File: src/rtl/bnn_result_collector_pkg.sv
// rtl/bnn_result_collector_pkg.sv - shared constants and types for the BNN result collector
// Purpose: widths of the core result half and packed output word, instruction bit
//          positions used by the controller, and the pair FSM state type.
// Ports:   none (package).
package bnn_result_collector_pkg;

  localparam int BIN_W           = 32;
  localparam int WORD_W          = 64;
  localparam int INSTR_STORE_BIT = 14;
  localparam int INSTR_HALF_BIT  = 6;

  typedef enum logic {
    IDLE    = 1'b0,
    LO_HELD = 1'b1
  } pair_state_t;

endpackage

File: src/rtl/bnn_result_collector_if.sv
// rtl/bnn_result_collector_if.sv - core/writer/controller signal bundle for the result collector
// Purpose: groups the core store inputs, layer configuration, output stream and status.
// Ports (slave = collector view):
//   in : store, half_sel, result_bins[31:0], layer_start, cfg_words[CNT_W-1:0], out_ready
//   out: out_data[63:0], out_valid, out_last, stall, err_seq, err_ovf
interface bnn_result_collector_if #(
  parameter int CNT_W = 16
) ();
  import bnn_result_collector_pkg::*;

  logic              store;
  logic              half_sel;
  logic [BIN_W-1:0]  result_bins;
  logic              layer_start;
  logic [CNT_W-1:0]  cfg_words;
  logic [WORD_W-1:0] out_data;
  logic              out_valid;
  logic              out_ready;
  logic              out_last;
  logic              stall;
  logic              err_seq;
  logic              err_ovf;

  modport master (
    output store, half_sel, result_bins, layer_start, cfg_words, out_ready,
    input  out_data, out_valid, out_last, stall, err_seq, err_ovf
  );

  modport slave (
    input  store, half_sel, result_bins, layer_start, cfg_words, out_ready,
    output out_data, out_valid, out_last, stall, err_seq, err_ovf
  );

endinterface

File: src/rtl/bnn_result_collector_fifo.sv
// rtl/bnn_result_collector_fifo.sv - synchronous FIFO holding packed words plus last tag
// Purpose: DEPTH-entry single-clock FIFO. The caller only asserts push_i when the
//          write is allowed (not full, or a pop happens on the same edge).
// Ports:
//   clk, rst          clock, synchronous active-high reset
//   push_i, data_i    write strobe and data
//   pop_i             read strobe (ignored while empty)
//   data_o            head entry, forced to 0 while empty
//   full_o, empty_o   occupancy flags
//   count_o           occupancy, clog2(DEPTH)+1 bits
module bnn_sync_fifo #(
  parameter int WIDTH = 65,
  parameter int DEPTH = 8
) (
  input  logic                     clk,
  input  logic                     rst,
  input  logic                     push_i,
  input  logic [WIDTH-1:0]         data_i,
  input  logic                     pop_i,
  output logic [WIDTH-1:0]         data_o,
  output logic                     full_o,
  output logic                     empty_o,
  output logic [$clog2(DEPTH):0]   count_o
);

  localparam int AW = $clog2(DEPTH);

  logic [WIDTH-1:0] mem_q [DEPTH];
  logic [AW-1:0]    wr_q, wr_d;
  logic [AW-1:0]    rd_q, rd_d;
  logic [AW:0]      count_q, count_d;
  logic             do_pop;

  assign empty_o = (count_q == '0);
  assign full_o  = (count_q == (AW+1)'(DEPTH));
  assign count_o = count_q;
  assign do_pop  = pop_i & ~empty_o;
  // Head is zeroed when empty so stale storage never shows on the outputs.
  assign data_o  = empty_o ? '0 : mem_q[rd_q];

  always_comb begin
    wr_d    = wr_q;
    rd_d    = rd_q;
    count_d = count_q;
    // Power-of-two depth: pointers wrap naturally.
    if (push_i) wr_d = wr_q + 1'b1;
    if (do_pop) rd_d = rd_q + 1'b1;
    if (push_i && !do_pop)      count_d = count_q + 1'b1;
    else if (!push_i && do_pop) count_d = count_q - 1'b1;
  end

  always_ff @(posedge clk) begin
    if (rst) begin
      wr_q    <= '0;
      rd_q    <= '0;
      count_q <= '0;
    end else begin
      wr_q    <= wr_d;
      rd_q    <= rd_d;
      count_q <= count_d;
    end
  end

  always_ff @(posedge clk) begin
    if (push_i) mem_q[wr_q] <= data_i;
  end

endmodule

File: src/rtl/bnn_result_collector.sv
// rtl/bnn_result_collector.sv - pairs core result halves into 64-bit words and streams them out
// Purpose: latches the low half, packs {hi,lo} on the high half, tags the last word
//          of each layer, buffers words in a FIFO and reports stall and sticky errors.
// Ports:
//   clk, rst   clock, synchronous active-high reset
//   bus        slave view of bnn_result_collector_if (store inputs, layer config,
//              out_data/out_valid/out_ready/out_last stream, stall, err_seq, err_ovf)
module bnn_result_collector
  import bnn_result_collector_pkg::*;
#(
  parameter int DEPTH = 8,
  parameter int CNT_W = 16
) (
  input logic                    clk,
  input logic                    rst,
  bnn_result_collector_if.slave  bus
);

  localparam int CW = $clog2(DEPTH) + 1;

  pair_state_t      state_q, state_d;
  logic [BIN_W-1:0] lo_q, lo_d;
  logic [CNT_W-1:0] cnt_q, cnt_d;
  logic [CNT_W-1:0] cfg_q, cfg_d;
  logic             err_seq_q, err_seq_d;
  logic             err_ovf_q, err_ovf_d;

  logic             push_req;
  logic             push_acc;
  logic             pop;
  logic             is_last;
  logic [CNT_W-1:0] idx;
  logic             fifo_full;
  logic             fifo_empty;
  logic [CW-1:0]    fifo_count;
  logic [WORD_W:0]  fifo_head;

  // Pair FSM. result_bins is only looked at inside the store branch so an
  // undriven bus between stores cannot leak into lo or the FIFO.
  always_comb begin
    state_d   = state_q;
    lo_d      = lo_q;
    err_seq_d = err_seq_q;
    push_req  = 1'b0;
    if (bus.store) begin
      case (state_q)
        IDLE: begin
          if (!bus.half_sel) begin
            lo_d    = bus.result_bins;
            state_d = LO_HELD;
          end else begin
            err_seq_d = 1'b1;
          end
        end
        LO_HELD: begin
          if (bus.half_sel) begin
            push_req = 1'b1;
            state_d  = IDLE;
          end else begin
            lo_d      = bus.result_bins;
            err_seq_d = 1'b1;
          end
        end
        default: state_d = IDLE;
      endcase
    end
  end

  assign pop      = ~fifo_empty & bus.out_ready;
  // A full FIFO still takes the word if the head leaves on the same edge.
  assign push_acc = push_req & (~fifo_full | pop);

  // layer_start on the same edge as a push makes that push index 0 of the new layer.
  always_comb begin
    idx       = bus.layer_start ? '0 : cnt_q;
    cfg_d     = bus.layer_start ? bus.cfg_words : cfg_q;
    // cfg 0 wraps to all-ones here, giving a 2^CNT_W word layer.
    is_last   = (idx == (cfg_d - CNT_W'(1)));
    cnt_d     = idx;
    if (push_acc) cnt_d = is_last ? '0 : idx + 1'b1;
    err_ovf_d = err_ovf_q | (push_req & ~push_acc);
  end

  always_ff @(posedge clk) begin
    if (rst) begin
      state_q   <= IDLE;
      lo_q      <= '0;
      cnt_q     <= '0;
      cfg_q     <= '0;
      err_seq_q <= 1'b0;
      err_ovf_q <= 1'b0;
    end else begin
      state_q   <= state_d;
      lo_q      <= lo_d;
      cnt_q     <= cnt_d;
      cfg_q     <= cfg_d;
      err_seq_q <= err_seq_d;
      err_ovf_q <= err_ovf_d;
    end
  end

  bnn_sync_fifo #(
    .WIDTH (WORD_W + 1),
    .DEPTH (DEPTH)
  ) u_fifo (
    .clk     (clk),
    .rst     (rst),
    .push_i  (push_acc),
    .data_i  ({is_last, bus.result_bins, lo_q}),
    .pop_i   (pop),
    .data_o  (fifo_head),
    .full_o  (fifo_full),
    .empty_o (fifo_empty),
    .count_o (fifo_count)
  );

  // All outputs come from registered state only.
  assign bus.out_valid = ~fifo_empty;
  assign bus.out_data  = fifo_head[WORD_W-1:0];
  assign bus.out_last  = fifo_head[WORD_W];
  assign bus.stall     = (fifo_count >= CW'(DEPTH - 1));
  assign bus.err_seq   = err_seq_q;
  assign bus.err_ovf   = err_ovf_q;

endmodule

File: src/flat_wrapper.sv
// flat-port wrapper written by rule: the top's interface ports become plain ports
module bnn_result_collector_flat import bnn_result_collector_pkg::*;
#(
  parameter int DEPTH = 8,
  parameter int CNT_W = 16
)
  (clk, rst, bus_store, bus_half_sel, bus_result_bins, bus_layer_start, bus_cfg_words, bus_out_ready, bus_out_data, bus_out_valid, bus_out_last, bus_stall, bus_err_seq, bus_err_ovf);
  bnn_result_collector_if #(.CNT_W(CNT_W)) bus_i ();
  input logic clk;
  input logic rst;
  input wire logic [$bits(bus_i.store)-1:0] bus_store;
  input wire logic [$bits(bus_i.half_sel)-1:0] bus_half_sel;
  input wire logic [$bits(bus_i.result_bins)-1:0] bus_result_bins;
  input wire logic [$bits(bus_i.layer_start)-1:0] bus_layer_start;
  input wire logic [$bits(bus_i.cfg_words)-1:0] bus_cfg_words;
  input wire logic [$bits(bus_i.out_ready)-1:0] bus_out_ready;
  output wire logic [$bits(bus_i.out_data)-1:0] bus_out_data;
  output wire logic [$bits(bus_i.out_valid)-1:0] bus_out_valid;
  output wire logic [$bits(bus_i.out_last)-1:0] bus_out_last;
  output wire logic [$bits(bus_i.stall)-1:0] bus_stall;
  output wire logic [$bits(bus_i.err_seq)-1:0] bus_err_seq;
  output wire logic [$bits(bus_i.err_ovf)-1:0] bus_err_ovf;
  assign bus_i.store = bus_store;
  assign bus_i.half_sel = bus_half_sel;
  assign bus_i.result_bins = bus_result_bins;
  assign bus_i.layer_start = bus_layer_start;
  assign bus_i.cfg_words = bus_cfg_words;
  assign bus_i.out_ready = bus_out_ready;
  assign bus_out_data = bus_i.out_data;
  assign bus_out_valid = bus_i.out_valid;
  assign bus_out_last = bus_i.out_last;
  assign bus_stall = bus_i.stall;
  assign bus_err_seq = bus_i.err_seq;
  assign bus_err_ovf = bus_i.err_ovf;
  bnn_result_collector #(.DEPTH(DEPTH), .CNT_W(CNT_W)) u_core (.clk(clk), .rst(rst), .bus(bus_i));
endmodule
File: config.mk
export PLATFORM = sky130hd
export DESIGN_NAME = bnn_result_collector_flat
export DESIGN_NICKNAME = d
export VERILOG_FILES = /design/src/rtl/bnn_result_collector_pkg.sv /design/src/rtl/bnn_result_collector_if.sv /design/src/rtl/bnn_result_collector_fifo.sv /design/src/rtl/bnn_result_collector.sv /design/src/flat_wrapper.sv
export SDC_FILE = /design/constraint.sdc
export NUM_CORES = 1
export LEC_CHECK = 0
export ABC_AREA = 1
export CORE_ASPECT_RATIO = 0.5
export CORE_MARGIN = 1
export CORE_UTILIZATION = 60
export DETAILED_ROUTE_END_ITERATION = 8
export PLACE_DENSITY = 0.83
export SYNTH_ARGS = -nofsm -noshare
export SYNTH_HDL_FRONTEND = slang
export SYNTH_SLANG_ARGS = --single-unit
File: constraint.sdc
create_clock -name clk -period 5.8 [get_ports clk]
set_input_delay 1.16 -clock clk [delete_from_list [all_inputs] [get_ports clk]]
set_output_delay 1.16 -clock clk [all_outputs]
set_load 0.01 [all_outputs]
==> results.sh, run 1 <==
export IMPL_cp_required_ps=4640
export IMPL_period_share_pct=79.4
export IMPL_dr_wl_met2_mm=29.1
export IMPL_cts_setup_buffers=0
export IMPL_grt_antenna_before_repair=0
export IMPL_met3_length_mm=6.64
export IMPL_path_buf_inv=3
export IMPL_wl_met1_mm=23.0
export IMPL_grt_pass1_wl_mm=91.7
export IMPL_num_vias=17300
export IMPL_grt_usage_pct=28.9
export IMPL_yosys_area_top_type="edfxtp_1"
export IMPL_place_hpwl_mm=32.5
export IMPL_slew_viol_final=0
export IMPL_clk_latency_ps=580
export IMPL_syn_num_nets=2243
export IMPL_grt_setup_unrepaired="no"
export IMPL_hold_viol_final=0
export IMPL_slew_headroom_pct=20.7
export IMPL_grt_max_degree=173
export IMPL_dr_pass1_iters=7
export IMPL_multi_input_area_um2=6390
export IMPL_synth_edff_count=520
export IMPL_finClkSkew_ps=19.7
export IMPL_crit_path_top_delay_cell="inv_6"
export IMPL_grt_overflow_total=0
export IMPL_seq_area_um2=17200
export IMPL_clk_pin_slew_ps=70
export IMPL_syn2layout_area_growth_pct=14.0
export IMPL_drt_wirelength_per_cell_um=21.3
export IMPL_port_buffers=122
export IMPL_ys_ff_latch=600
export IMPL_synth_area_per_cell_um2=11.2
export IMPL_die_area_um2=41600
export IMPL_yosysMostFrequentCell="nor2_1"
export IMPL_crit_top_cell="o21ai_0"
export IMPL_setup_tns_ps=0
export IMPL_yosysWarnings=0
export IMPL_hp_start="u_core.u_fifo.rd_q[2]"
export IMPL_path_delay_family="buffers and inverters"
export IMPL_worstSetupEndpointType="output port"
export IMPL_fill_cells=2482
export IMPL_async_flop_share_pct=0
export IMPL_clk_path_buf_depth=3
export IMPL_synth_ff_type="edfxtp_1"
export IMPL_fp_row_count=51
export IMPL_arrival_ps=3440
export IMPL_drtIter0Drc=2389
export IMPL_cts_tree="done"
export IMPL_finish_utilization_pct=70.6
export IMPL_worstSetupPathType="reg2out"
export IMPL_drt_total_wl_mm=60.1
export IMPL_r2r_start="u_core.u_fifo.count_o[0]"
export IMPL_min_delay_path_class="reg2reg"
export IMPL_root_buffer="clkbuf_16"
export IMPL_vias_per_cell=6.12
export IMPL_synthTopCellsByArea="edfxtp_1 64%, nor2_1 8.2%, o21ai_0 7.6%"
export IMPL_min_period_ps=4600
export IMPL_start_kind="register"
export IMPL_cap_viol_max_count=0
export IMPL_max_freq_mhz=217
export IMPL_ir_drop_mv=0.278
export IMPL_setup_viol=0
export IMPL_drcViolationCount=0
export IMPL_grt_pass1_vias=16600
export IMPL_cts_hold_buf=0
export IMPL_power_density_nw_per_um2=422
export IMPL_cts_buffers=49
export IMPL_cp_max_fo=133
export IMPL_seq_area_frac_synth_pct=70.4
export IMPL_power_leakage_uw=0.00980
export IMPL_syn_inst=2180
export IMPL_htree_levels=2
export IMPL_ant_nets=0
export IMPL_synth_cell_types=43
export IMPL_start_util_pct=61.9
export IMPL_postCtsResizedCells=0
export IMPL_critPathMaxStageDelay_ps=610
export IMPL_cts_sinks=600
export IMPL_floorplan_die_width_um=288
export IMPL_top_layer="met4"
export IMPL_die_h_um=145
export IMPL_coreArea_um2=39500
export IMPL_drive_gt1_share_pct=7.03
export IMPL_place_congestion=0.912
export IMPL_syn_cell_area_um2=24500
export IMPL_pin_count=123
export IMPL_cp_cell_sequence="inv_6 -> buf_4 -> o21ai_0 -> o22ai_1 -> o21ai_0 -> a31oi_1 -> clkdlybuf4s50_1"
export IMPL_synth_top_area_share_pct=63.9
export IMPL_nets=2314
export IMPL_status="completed"
export IMPL_tightest_slew_ps=1190
export IMPL_synth_common_cells="533 x nor2_1, 520 x edfxtp_1, 372 x o21ai_0"
==> report_power, final <==
group          internal (µW)  switching [µW]  total (µW)
sequential              4750            97.3        4840
clock                   1980            1520        3500
combinational           1330            2100        3430
total                   8050            3720       11800
==> registers in the layout (all words and copies together) (netlist names), 3 cells and up, named ones only <==
| signal | count |
|---|---|
| u_core.u_fifo.count_o | 4 |
| u_core.cfg_q | 16 |
| u_core.cnt_q | 16 |
| u_core.lo_q | 32 |
| u_core.u_fifo.rd_q | 3 |
| u_core.u_fifo.mem_q | 520 |
| u_core.u_fifo.wr_q | 3 |
==> metrics by stage <==
step | total power [µW] | area (µm²) | hold slack (ps) | setup slack, ps | std cells
finish | 11800 | 27900 | 466 | 1200 | 2822
global route | 12200 | 27900 | 497 | 1060 | 2821
CTS | 11700 | 27900 | 471 | 1220 | 2821
detailed placement | 8270 | 26200 | 464 | 1230 | 2730
global placement | 8190 | 26200 | 449 | 1320 | 2730
floorplan | 6790 | 24500 | 433 | 772 | 2180
==> worst paths after layout <==
| check | slack, ps | end | cells past startpoint |
|---|---|---|---|
| worst max-delay path | 1200 | bus_out_data[18] | 7 |
| worst min-delay path | 470 | u_core.u_fifo.rd_q[2] | 2 |
| worst max register to register | 2460 | u_core.u_fifo.count_o[3] | 13 |
| worst min register to register | 470 | u_core.u_fifo.rd_q[2] | 2 |
==> worst min-delay path, stage by stage (launching register included) <==
cell,delay (ps)
dfxtp_1,310
inv_1,50
a21oi_1,70
==> cell type report <==
type | instances | share of cell area, %
antenna | 1 | 0.00897
tap | 530 | 2.38
timing repair buffer | 148 | 5.48
sequential | 600 | 61.8
clock buffer | 68 | 5.05
multi-input combinational | 1355 | 22.9
clock inverter | 23 | 1.04
inverter | 97 | 1.36
==> routing by layer <==
metal	vias to the layer above	track usage, %
met1	8176	39.3
li1	7806	-
met5	-	0
met2	1170	48.6
met3	114	4.58
met4	0	8.40
==> cell families after synthesis <==
kind of cell             share of synthesized area, %
AO/OA/AOI/OAI                                    11.5
XOR/XNOR                                        0.537
adder cells (fa/ha/maj)                         0.491
buffers and inverters                            3.75
flip-flops                                       70.4
AND/OR/NAND/NOR                                  13.3
==> layout by cell type (no fill, tap or decap), drive strengths merged, types with 2 or more instances in the layout <==
cell / instances
clkdlybuf4s50: 122
edfxtp: 520
ha: 8
o21ai: 375
nor4: 2
bufinv: 6
o21bai: 2
inv: 97
o22ai: 65
nor3: 5
xor2: 14
nand3b: 2
nor2: 544
buf: 26
nand3: 41
nand2: 199
clkbuf: 68
a21oi: 20
a31oi: 65
dfxtp: 80
clkinv: 16
nand4: 8
Power figures use the tool's default switching activity.
==> run 2: changes to the inputs <==
==> constraint.sdc (replaced) <==
create_clock -name clk -period 4.6 [get_ports clk]
set_input_delay 0.92 -clock clk [delete_from_list [all_inputs] [get_ports clk]]
set_output_delay 0.92 -clock clk [all_outputs]
set_load 0.01 [all_outputs]
==> results.sh, run 2 (synthesis gave the netlist of run 1 again) <==
export IMPL_status="completed"
export IMPL_final_area_um2=27900
export IMPL_p_int_uw=9970
export IMPL_tightest_slew_ps=804
export IMPL_path_buf_inv=3
export IMPL_dr_pass1_iters=6
export IMPL_cts_hold_buf=0
export IMPL_largest_reg_flops=520
export IMPL_grt_pass1_wl_mm=91.4
export IMPL_hold_viol_final=0
export IMPL_num_vias=17400
export IMPL_drt_wirelength_per_cell_um=21.3
export IMPL_place_congestion=0.934
export IMPL_coreArea_um2=39500
export IMPL_clk_path_buf_depth=3
export IMPL_worstSetupEndpointType="output port"
export IMPL_clk_pin_slew_ps=70
export IMPL_fp_row_count=51
export IMPL_largest_register="u_core.u_fifo.mem_q"
export IMPL_grt_usage_pct=29.0
export IMPL_p_sw_share_pct=31.9
export IMPL_grt_setup_unrepaired="no"
export IMPL_final_common_cell="nor2_1"
export IMPL_vias_per_cell=6.14
export IMPL_place_area_um2=26300
export IMPL_crit_top_cell="o21ai_0"
export IMPL_fill_cells=2505
export IMPL_period_share_pct=90.5
export IMPL_cts_sinks=600
export IMPL_cts_buffers=49
export IMPL_holdWs_ps=466
export IMPL_max_freq_mhz=240
export IMPL_drtIter0Drc=2294
export IMPL_ir_drop_mv=0.409
export IMPL_p_switching_uw=4670
export IMPL_arrival_ps=3250
export IMPL_power_leakage_uw=0.00978
export IMPL_root_buffer="clkbuf_16"
export IMPL_pwr_share_comb_pct=30.0
export IMPL_pwr_share_seq_pct=41.5
export IMPL_cap_viol_max_count=0
export IMPL_cts_tree="done"
export IMPL_power_density_nw_per_um2=525
export IMPL_syn2layout_area_growth_pct=14.1
export IMPL_seq_area_um2=17200
export IMPL_die_h_um=145
export IMPL_dp_cells=2735
export IMPL_finClkSkew_ps=12.7
export IMPL_cts_setup_buffers=0
export IMPL_cp_max_fo=63
export IMPL_pin_count=123
export IMPL_floorplan_die_width_um=288
export IMPL_layout_common_cells="524 x nor2_1, 520 x edfxtp_1, 372 x o21ai_0"
export IMPL_drt_total_wl_mm=60.1
export IMPL_multi_input_area_um2=6390
export IMPL_start_util_pct=61.9
export IMPL_cp_cell_sequence="inv_4 -> buf_4 -> o21ai_0 -> o22ai_1 -> o21ai_0 -> a31oi_1 -> clkdlybuf4s50_1"
export IMPL_postCtsResizedCells=0
export IMPL_diodes=0
export IMPL_finish_utilization_pct=70.6
export IMPL_grt_max_degree=149
export IMPL_grt_overflow_total=0
export IMPL_cp_required_ps=3680
export IMPL_slew_viol_final=0
export IMPL_nets=2319
export IMPL_start_kind="register"
export IMPL_port_buffers=122
export IMPL_reg_largest_list="u_core.u_fifo.mem_q: 520 flops, u_core.lo_q: 32 flops"
export IMPL_worstSetupPathType="reg2out"
export IMPL_setup_tns_ps=0
export IMPL_clockPowerShare_pct=28.5
export IMPL_ant_nets=0
export IMPL_grt_pass1_vias=16700
export IMPL_place_hpwl_mm=32.2
export IMPL_drive_gt1_share_pct=6.75
export IMPL_grt_antenna_before_repair=0
export IMPL_setup_viol=0
export IMPL_drcViolationCount=0
export IMPL_min_delay_path_class="reg2reg"
export IMPL_finalNonFillerCells=2826
export IMPL_critPathMaxStageDelay_ps=600
export IMPL_htree_levels=2
export IMPL_slew_headroom_pct=46.4
export IMPL_path_delay_family="buffers and inverters"
export IMPL_min_period_ps=4170
export IMPL_clk_latency_ps=590
export IMPL_crit_path_top_delay_cell="clkdlybuf4s50_1"
export IMPL_die_area_um2=41600
-- run 2: tightest hold or removal path: cells and delay by family, from the launching register on --
kind | cells | cell delay (ps)
DFF | 1 | 310
buffers and inverters | 1 | 50
AOI/OAI and AO/OA | 1 | 70
-- run 2: path summary, 6_finish.rpt --
| path | from | end | slack, ps | cells after the start |
|---|---|---|---|---|
| min | u_core.u_fifo.rd_q[2] | register | 470 | 2 |
| max reg2reg | u_core.u_fifo.count_o[0] | u_core.u_fifo.count_o[3] | 1500 | 13 |
| max | register | bus_out_data[51] | 430 | 7 |
| min reg2reg | u_core.u_fifo.rd_q[2] | register | 470 | 2 |
-- run 2: area by class of cell --
class | count | area share [%]
flip-flops and latches | 600 | 61.7
multi-input cells | 1355 | 22.9
repair buffers | 153 | 5.97
clock buffers | 79 | 5.05
well taps | 530 | 2.38
inverters | 97 | 1.36
clock inverters | 12 | 0.592
-- run 2: layer usage --
| metal | GRT usage [%] | vias to the layer above | wire length [µm] |
|---|---|---|---|
| met5 | 0 | - | 0 |
| met2 | 48.4 | 1092 | 29100 |
| met1 | 39.5 | 8324 | 23500 |
| met4 | 9.15 | 0 | 1370 |
| met3 | 4.81 | 120 | 6230 |
| li1 | - | 7814 | - |
-- run 2: power groups by stage --
stage	clock (µW)	sequential [µW]	combinational, µW
2_1_floorplan	0	6150	2410
3_3_place_gp	0	6180	4170
3_5_place_dp	0	6190	4290
4_1_cts	4190	6070	4340
5_1_grt	4410	6080	4740
6_report	4180	6070	4390
-- run 2: metrics by stage --
step           setup WS (ps)  power (µW)
4_1_cts                  474       14600
3_5_place_dp             688       10500
2_1_floorplan           -188        8570
3_3_place_gp             828       10400
6_report                 435       14600
5_1_grt                  416       15200
